===== config.mk =====
export PLATFORM = sky130hd
export DESIGN_NAME = led_mode_driver
export DESIGN_NICKNAME = d
export VERILOG_FILES = /design/src/rtl/led_drv_pkg.sv /design/src/rtl/led_tick_gen.sv /design/src/rtl/led_mode_driver.sv
export SDC_FILE = /design/constraint.sdc
export NUM_CORES = 1
export LEC_CHECK = 0
export BUFFER_PORTS_ARGS = -buffer_cell sky130_fd_sc_hd__buf_2
export CORE_MARGIN = 1
export CORE_UTILIZATION = 55
export CTS_CLUSTER_SIZE = 40
export DETAILED_ROUTE_END_ITERATION = 8
export GPL_ROUTABILITY_DRIVEN = 0
export PLACE_DENSITY = 0.76
export SLEW_MARGIN = 5
export SYNTH_ARGS = -nofsm -noshare
export SYNTH_HDL_FRONTEND = slang
export SYNTH_SLANG_ARGS = --single-unit

===== constraint.sdc =====
create_clock -name CLK_50M -period 3.4 [get_ports CLK_50M]
set_input_delay 0.34 -clock CLK_50M [delete_from_list [all_inputs] [get_ports CLK_50M]]
set_output_delay 0.34 -clock CLK_50M [all_outputs]
set_load 0.01 [all_outputs]

===== src/rtl/led_drv_pkg.sv =====
// -----------------------------------------------------------------------------
// led_drv_pkg
// Shared definitions for the LED mode driver: mode encodings, default timing
// constants for the 50 MHz board and a small constant helper used to size the
// shared millisecond phase counter.
// Ports: none (package).
// Configuration macro: LED_BREATH_EN (consumed by led_mode_driver).
// -----------------------------------------------------------------------------
package led_drv_pkg;

  typedef enum logic [1:0] {
    MODE_STATIC = 2'b00,
    MODE_BLINK  = 2'b01,
    MODE_RUN    = 2'b10,
    MODE_BREATH = 2'b11
  } mode_e;

  localparam int DEF_TICK_DIV  = 50_000;
  localparam int DEF_BLINK_MS  = 250;
  localparam int DEF_RUN_MS    = 100;
  localparam int DEF_BREATH_MS = 8;
  localparam int DEF_PWM_STEPS = 64;

  // Largest of three periods; the phase counter must hold the longest one.
  function automatic int max3(input int a, input int b, input int c);
    int m;
    m = a;
    if (b > m) m = b;
    else       m = m;
    if (c > m) m = c;
    else       m = m;
    return m;
  endfunction

  // Counter width for a modulus, never narrower than one bit.
  function automatic int cnt_width(input int modulus);
    if (modulus > 1) return $clog2(modulus);
    else             return 1;
  endfunction

endpackage


===== src/rtl/led_tick_gen.sv =====
// -----------------------------------------------------------------------------
// led_tick_gen
// Divides the board clock into a one-cycle pulse every TICK_DIV clocks.
// The divider counts 0..TICK_DIV-1 and the registered pulse is high exactly
// for the cycle in which the counter holds TICK_DIV-1.
// Ports:
//   clk   in  1  board clock
//   rst   in  1  synchronous active-high reset
//   tick  out 1  registered one-cycle pulse per TICK_DIV clocks
// -----------------------------------------------------------------------------
module led_tick_gen
  import led_drv_pkg::*;
#(
  parameter int TICK_DIV = DEF_TICK_DIV
) (
  input  logic clk,
  input  logic rst,
  output logic tick
);

  localparam int CW = cnt_width(TICK_DIV);
  localparam logic [CW-1:0] CNT_LAST = CW'(TICK_DIV - 1);

  logic [CW-1:0] cnt;
  logic [CW-1:0] cnt_next;
  logic          tick_next;

  // Next divider value; the pulse is precomputed so it lines up with the
  // counter sitting on its last value.
  always_comb begin
    cnt_next  = cnt;
    tick_next = 1'b0;
    if (cnt == CNT_LAST) cnt_next = '0;
    else                 cnt_next = cnt + CW'(1);
    tick_next = (cnt_next == CNT_LAST);
  end

  // Divider and pulse registers.
  always_ff @(posedge clk) begin
    if (rst) begin
      cnt  <= '0;
      tick <= 1'b0;
    end else begin
      cnt  <= cnt_next;
      tick <= tick_next;
    end
  end

endmodule


===== src/rtl/led_mode_driver.sv =====
// -----------------------------------------------------------------------------
// led_mode_driver
// Drives the board LEDs from the debounced LED select pattern and mode keys.
// Modes: static, blink, running light and (with LED_BREATH_EN defined)
// breathing PWM. Without LED_BREATH_EN the breathing logic is not built and
// MODE=11 renders exactly like static.
// Ports:
//   CLK_50M   in  1  board clock (single domain)
//   RST       in  1  synchronous active-high reset
//   LED_SEL   in  8  level-held LED select pattern
//   MODE      in  2  00 static, 01 blink, 10 running, 11 breathe
//   LED_OUT   out 8  registered LED drive, 1 = on
//   TICK_1MS  out 1  one-cycle pulse per millisecond
// Configuration macro: LED_BREATH_EN
// -----------------------------------------------------------------------------
module led_mode_driver
  import led_drv_pkg::*;
#(
  parameter int TICK_DIV  = DEF_TICK_DIV,
  parameter int BLINK_MS  = DEF_BLINK_MS,
  parameter int RUN_MS    = DEF_RUN_MS,
  parameter int BREATH_MS = DEF_BREATH_MS,
  parameter int PWM_STEPS = DEF_PWM_STEPS
) (
  input  logic       CLK_50M,
  input  logic       RST,
  input  logic [7:0] LED_SEL,
  input  logic [1:0] MODE,
  output logic [7:0] LED_OUT,
  output logic       TICK_1MS
);

  localparam int PH_MAX = max3(BLINK_MS, RUN_MS, BREATH_MS);
  localparam int PH_W   = cnt_width(PH_MAX);

  // Reject configurations the counters cannot represent.
  if (PWM_STEPS < 2 || (PWM_STEPS & (PWM_STEPS - 1)) != 0) begin : g_bad_pwm
    $error("PWM_STEPS must be a power of two >= 2");
  end
  if (BLINK_MS < 1 || RUN_MS < 1 || BREATH_MS < 1 || TICK_DIV < 1) begin : g_bad_period
    $error("periods must be at least 1");
  end

  led_tick_gen #(
    .TICK_DIV (TICK_DIV)
  ) u_tick_gen (
    .clk  (CLK_50M),
    .rst  (RST),
    .tick (TICK_1MS)
  );

  mode_e            mode_q;
  logic             mode_chg;
  logic [PH_W-1:0]  ms_cnt;
  logic [PH_W-1:0]  ms_next;
  logic [PH_W-1:0]  ph_last;
  logic             ph_active;
  logic             blink_on;
  logic             blink_next;
  logic [7:0]       run_pat;
  logic [7:0]       run_next;
  logic [7:0]       led_next;

`ifdef LED_BREATH_EN
  localparam int PWM_W = cnt_width(PWM_STEPS);
  localparam logic [PWM_W-1:0] PWM_LAST = PWM_W'(PWM_STEPS - 1);

  logic [PWM_W-1:0] pwm_cnt;
  logic [PWM_W-1:0] pwm_next;
  logic [PWM_W-1:0] duty;
  logic [PWM_W-1:0] duty_next;
  logic             dir_up;
  logic             dir_up_next;
`endif

  assign mode_chg = (MODE != mode_q);

  // Period of the phase counter for the mode currently being rendered.
  always_comb begin
    ph_active = 1'b0;
    ph_last   = '0;
    case (mode_q)
      MODE_BLINK: begin
        ph_active = 1'b1;
        ph_last   = PH_W'(BLINK_MS - 1);
      end
      MODE_RUN: begin
        ph_active = 1'b1;
        ph_last   = PH_W'(RUN_MS - 1);
      end
      MODE_BREATH: begin
`ifdef LED_BREATH_EN
        ph_active = 1'b1;
        ph_last   = PH_W'(BREATH_MS - 1);
`else
        ph_active = 1'b0;
        ph_last   = '0;
`endif
      end
      default: begin
        ph_active = 1'b0;
        ph_last   = '0;
      end
    endcase
  end

  // Next-state of the mode effects. A mode change restarts every phase and
  // swallows a tick arriving in the same cycle.
  always_comb begin
    ms_next    = ms_cnt;
    blink_next = blink_on;
    run_next   = run_pat;
`ifdef LED_BREATH_EN
    duty_next   = duty;
    dir_up_next = dir_up;
    if (pwm_cnt == PWM_LAST) pwm_next = '0;
    else                     pwm_next = pwm_cnt + PWM_W'(1);
`endif
    if (mode_chg) begin
      ms_next    = '0;
      blink_next = 1'b1;
      // An empty select would leave the running light dark forever.
      if (LED_SEL == 8'h00) run_next = 8'h01;
      else                  run_next = LED_SEL;
`ifdef LED_BREATH_EN
      duty_next   = '0;
      dir_up_next = 1'b1;
`endif
    end else if (TICK_1MS && ph_active) begin
      if (ms_cnt == ph_last) begin
        ms_next = '0;
        case (mode_q)
          MODE_BLINK: blink_next = ~blink_on;
          MODE_RUN:   run_next   = {run_pat[6:0], run_pat[7]};
          MODE_BREATH: begin
`ifdef LED_BREATH_EN
            // Triangle sweep: direction flips on reaching either end, so
            // duty never wraps.
            if (dir_up) begin
              duty_next = duty + PWM_W'(1);
              if (duty_next == PWM_LAST) dir_up_next = 1'b0;
              else                       dir_up_next = 1'b1;
            end else begin
              duty_next = duty - PWM_W'(1);
              if (duty_next == PWM_W'(0)) dir_up_next = 1'b1;
              else                        dir_up_next = 1'b0;
            end
`else
            ms_next = '0;
`endif
          end
          default: ms_next = '0;
        endcase
      end else begin
        ms_next = ms_cnt + PH_W'(1);
      end
    end else begin
      ms_next = ms_cnt;
    end
  end

  // Output pattern rendered from the state being loaded this edge.
  always_comb begin
    led_next = 8'h00;
    case (mode_e'(MODE))
      MODE_STATIC: led_next = LED_SEL;
      MODE_BLINK: begin
        if (blink_next) led_next = LED_SEL;
        else            led_next = 8'h00;
      end
      MODE_RUN: led_next = run_next;
      MODE_BREATH: begin
`ifdef LED_BREATH_EN
        if (pwm_cnt < duty_next) led_next = LED_SEL;
        else                     led_next = 8'h00;
`else
        led_next = LED_SEL;
`endif
      end
      default: led_next = 8'h00;
    endcase
  end

  // Mode, phase and output registers.
  always_ff @(posedge CLK_50M) begin
    if (RST) begin
      mode_q   <= MODE_STATIC;
      ms_cnt   <= '0;
      blink_on <= 1'b1;
      run_pat  <= 8'h00;
      LED_OUT  <= 8'h00;
    end else begin
      mode_q   <= mode_e'(MODE);
      ms_cnt   <= ms_next;
      blink_on <= blink_next;
      run_pat  <= run_next;
      LED_OUT  <= led_next;
    end
  end

`ifdef LED_BREATH_EN
  // Breathing PWM registers.
  always_ff @(posedge CLK_50M) begin
    if (RST) begin
      pwm_cnt <= '0;
      duty    <= '0;
      dir_up  <= 1'b1;
    end else begin
      pwm_cnt <= pwm_next;
      duty    <= duty_next;
      dir_up  <= dir_up_next;
    end
  end
`endif

endmodule


==> Word level (Yosys, flattened, before mapping) <==
Cells that the tools add are included.
Widths: inputs -> output; s select.
{ "word_totals": {"output_inout_bits": 9, "ff_bits": 44, "wordCells": 40, "in_bits": 12} }
{ "op_classes": {"reduce_logical": 6, "muxes": 15, "eq_ne": 9, "addsub": 2, "n_bitwise": 1} }
{ "op_table": {"columns": ["op", "n"], "rows": [
  ["$mux 8", 7],
  ["$eq 16x16->1 const B", 2],
  ["$pmux 8 s3", 1],
  ["$add 16x1->16 const B", 1],
  ["$mux 16", 1],
  ["$pmux 8 s2", 1],
  ["$add 8x1->8 const B", 1],
  ["$eq 8x8->1", 1],
  ["$logic_not 8->1", 1],
  ["$eq 2x2->1 const B", 3],
  ["$reduce_or 2->1", 3],
  ["$mux 1", 5],
  ["$eq 2x1->1 const B", 2],
  ["$logic_not 2->1", 1],
  ["$ne 2x2->1", 1],
  ["$logic_and 1x1->1", 1],
  ["$not 1->1", 1]
]} }

==> Depth between registers and ports, before layout <==
{ "depth": {"ltp_word": 8, "mapped_depth": 7, "depth_no_buf": 7} }

==> Cells and area by module <==
From an unflattened synthesis, not the netlist that was laid out.
{ "hier_totals": {"cells_unflattened": 268, "area_unflattened_um2": 2347.3} }
{ "modules_own_cells": {"columns": ["module", "cells_each", "area_per_inst_um2", "instances", "seq_area_each_um2"], "rows": [
  ["led_mode_driver", 155, 1407.6, 1, 540.5],
  ["led_tick_gen", 113, 939.7, 1, 340.3]
]} }

==> Worst setup path before layout <==
OpenSTA, ideal clock, no wires.
{ "synth_path": {"kind": "register -> register", "from": "register mode_q[1]", "to": "register LED_OUT[0]", "path_buffers": 0, "path_slack_ns": 0.886, "required_time_ns": 3.261, "stages_incl_launch_ff": 8, "t_arrival_ns": 2.375, "setup_time_ns": 0.139, "path_cell_list": "dfxtp_1 > inv_1 > ha_1 > or4_4 > a2111oi_4 > mux2_4 > a2111oi_1 > nor4_2"} }
{ "synth_between": {"elab_chain_cells": 8, "elab_cells_between_ends": 18} }
{ "synth_rtl": {"columns": ["item", "line", "text"], "rows": [
  ["start: declaration", "led_mode_driver.sv:52", "mode_e mode_q;"],
  ["start signal: assignment", "led_mode_driver.sv:193", "mode_q <= mode_e'(MODE);"],
  ["$eq 2x2->1 / $eq 2x1->1 (equally long branches)", "led_mode_driver.sv:82, led_mode_driver.sv:132", null],
  ["$pmux 8 s2 / $reduce_or 2->1 (equally long branches)", null, null],
  ["$eq 8x8->1 / $mux 1 (equally long branches)", "led_mode_driver.sv:130, led_mode_driver.sv:82", null],
  ["$mux 1 / $logic_and 1x1->1 (equally long branches)", "led_mode_driver.sv:130, led_mode_driver.sv:129", null],
  ["$mux 1", "led_mode_driver.sv:129", "end else if (TICK_1MS && ph_active) begin"],
  ["$mux 1", "led_mode_driver.sv:119", "if (mode_chg) begin"],
  ["$mux 8", "led_mode_driver.sv:168", "if (blink_next) led_next = LED_SEL;"],
  ["$pmux 8 s3 *", "led_mode_driver.sv:165", "case (mode_e'(MODE))"],
  ["end signal: assignment", "led_mode_driver.sv:197", "LED_OUT <= led_next;"],
  ["end: declaration", "led_mode_driver.sv:29", "output logic [7:0] LED_OUT,"]
]} }
Every way passes the cells marked *; elsewhere a longest branch is shown, timed or not.
A chain may end at the register's enable or synchronous reset.

==> Worst setup path after layout <==
Ends and elaborated chain as after synthesis.

==> impl_metrics.toml <==
[worst_setup_path]
crit_path_cell_trace = "inv_1 > ha_1 > or4_4 > a2111oi_4 > mux2_4 > a2111oi_1 > nor4_2"
max_stage_delay_ns = 0.63
crit_slowest_cell = "a2111oi_4"
crit_buf_inv = 1
end_kind = "flop"
crit_arrival_ns = 2.85
cp_max_fo = 8
critPathRequiredTime_ns = 3.56
critPathTopFamily = "compound AO/OA/AOI/OAI gates"
startpoint_type = "flop"
path_class = "flop to flop"

[final_layout]
stdcell_area_sq_um = 2397
antennaDiodeCount = 0
area_growth_pct = 9.050
nNetsFinal = 288
drive_gt1_share_pct = 14.81
nFillCells = 324

[pwr]
p_per_area_nw_per_um2 = 399.3
peakVddDrop_mv = 0.3031
p_total_w = 0.0009571
p_leak_nw = 0.9188

[synth]
synth.avg_cell_area_sq_um = 8.689
yosysWarningCount = 0
ys_seq_elements = 44
syn-num-nets = 271
ys_seq_area_share_pct = 40.07
syn_inst = 253
synth_top_area_cell = "dfxtp_1"
synth.top_cell.area_share_pct = 40.07
yosysUniqueCellTypes = 43
syn-cell-area_sq_um = 2198
synth_area_leaders = "dfxtp_1 (40%), xor2_1 (7.6%), nor2_1 (7.5%)"

[die]
core-area_sq_um = 3744
die_h_microns = 65.22
die_x_microns = 65.22
rows = 22
die_area_sq_um = 4254
ioPinCount = 21
initial_core_util_pct = 58.72

[clocking]
cts_tree = "done"
clk_latency_ns = 0.30
clockBufferDepth = 2
h-tree-depth = 2
cts_made_buffers = 5
clkSinkCount = 44
post-cts-setup-buffer-count = 0
cts_resized = 0
cts-root-buf = "clkbuf_8"
hold_buffers = 0
clkTransAtPathRegs_ns = 0.08

[timing]
hold_slack_ns = 0.3255
layout_min_cycle_time_ns = 2.689
layout_setup_ws_ns = 0.7107
slew-limit-headroom_pct = 52.69
max_freq_ghz = 0.3718
setup_violations = 0
worstMarginPinSlew_ns = 0.7043
rsz0062_at_grt = "false"
fin_setup_tns_ns = 0
post-route-period-util_pct = 79.10
final_hold_viol_count = 0
fin_skew_ns = 0.006207
finalMaxSlewViolations = 0

[worst_hold_path]
min_path_type = "primary input to flop"

[place]
pre_cts_slack_ns = 0.7201
numPortBuffers = 20
hpwl_mm = 3.213
place_area_sq_um = 2320

[route]
drtIter0Drc = 124
vias = 1828
drtPass1Iterations = 4
wl_per_cell_microns = 13.76
routed_via_density = 5.748
detail_route.wirelength_mm = 4.377
drc_errors = 0
drt.antenna.violating_nets = 0

[grt]
grt_pass1_wl_mm = 7.320
grt_max_degree = 29
globalRouteOverflowTotal = 0
antenna_found_initial = 0
gr-usage-all-layers_pct = 22.72
grt_pass1_vias = 1712

[outcome]
outcome = "finished, final reports clean"

[job]
drv_cap = 0
worst reg2reg max path, stage by stage, from the launching register on:
cell and delay, ns:
dfxtp_1 0.38, inv_1 0.06, ha_1 0.20, or4_4 0.45
a2111oi_4 0.63, mux2_4 0.36, a2111oi_1 0.39, nor4_2 0.10
stage by stage:
step	instances	utilization (%)
after global placement	311	61.97
after floorplan	253	-
after CTS	318	64.04
final	318	64.04
after detailed placement	311	61.97
after global routing	318	64.04
registers in the layout (all words and copies together), names as in the netlist:
signal	count
u_tick_gen.cnt	16
LED_OUT	8
ms_cnt	8
run_pat	8
mode_q	2
blink_on	1
u_tick_gen.tick	1
Yosys cell counts (all sizes together):
library cell,instances
dfxtp,44
nor2,44
xor2,19
nor3,16
nand2,14
nand3,10
clkbuf,8
mux2,8
a22oi,7
nand3b,7
o21ai,7
ha,6
inv,6
nand4,6
xnor2,6
and3,5
a2111oi,4
nor4,4
a21oi,3
and2,3
a211oi,2
and3b,2
and4,2
buf,2
nand2b,2
nor3b,2
or2,2
or3,2
a31o,1
a32o,1
a32oi,1
a41o,1
mux2i,1
nand4b,1
nor2b,1
o211ai,1
o31ai,1
or4,1
worst paths after layout:
path                                     start                      endpoint  slack [ns]  cells past startpoint
hold reg to reg   u_tick_gen.cnt[0]$_SDFF_PP0_  u_tick_gen.cnt[0]$_SDFF_PP0_        0.47                      1
hold / removal                         MODE[0]          mode_q[0]$_SDFF_PP0_        0.33                      3
setup reg to reg          mode_q[1]$_SDFF_PP0_         LED_OUT[0]$_SDFF_PP0_        0.71                      7
setup / recovery          mode_q[1]$_SDFF_PP0_         LED_OUT[0]$_SDFF_PP0_        0.71                      7
power by group:
| part | internal (W) | switching [W] |
|---|---|---|
| clock | 0.000140 | 0.000164 |
| combinational | 0.0000433 | 0.0000636 |
| sequential | 0.000536 | 0.00000988 |
| total | 0.000719 | 0.000238 |
routing by layer:
layer  up-vias  routed length [microns]  global-route usage, %  part of all wire (%)
met5         -                        0                      0                     0
met4         0                       82                  9.783                   1.9
met2        46                     2110                  38.79                    48
met3         9                      195                  7.465                   4.5
met1       847                     1989                  25.65                    45
li1        926                        -                      -                     -
cell usage in the layout (no fill, tap or decap), types with 2 or more instances in the layout:
cell and instances:
nand3b_1 7, nor2_1 44, a21oi_1 3, inv_1 6, o21ai_0 7, nand2_1 14, and4_1 2, a2111oi_0 2
nand3_1 10, dfxtp_1 44, and3b_1 2, xnor2_1 6, xor2_1 19, nand2b_1 2, nor3b_1 2, nand4_1 6
or2_2 2, and2_1 3, nor4_1 3, a211oi_1 2, ha_1 6, clkbuf_8 5, mux2_2 7, nor3_1 16
buf_2 20, and3_1 5, or3_1 2, a22oi_1 7
final cells by class:
type | instances | area [sq um] | area share (%)
clock buffer | 6 | 72.57 | 3.027
multi-input combinational | 193 | 1256 | 52.40
timing repair buffer | 20 | 100.1 | 4.175
clock inverter | 1 | 5.005 | 0.2088
tap | 48 | 60.06 | 2.505
sequential | 44 | 880.8 | 36.74
inverter | 6 | 22.52 | 0.9395
logic make-up (layout without fill, tap and decap cells):
group	after synthesis	count (layout)	share of synthesized area, %
AOI/OAI and AO/OA	29	29	10.24
xor gates and xnor gates	25	25	9.960
adders and majority gates	6	6	3.415
buffers and inverters	16	33	2.788
DFF	44	44	40.07
muxes	9	9	4.724
and+or+nand+nor	124	124	28.80
Power figures use the tool's default switching activity.
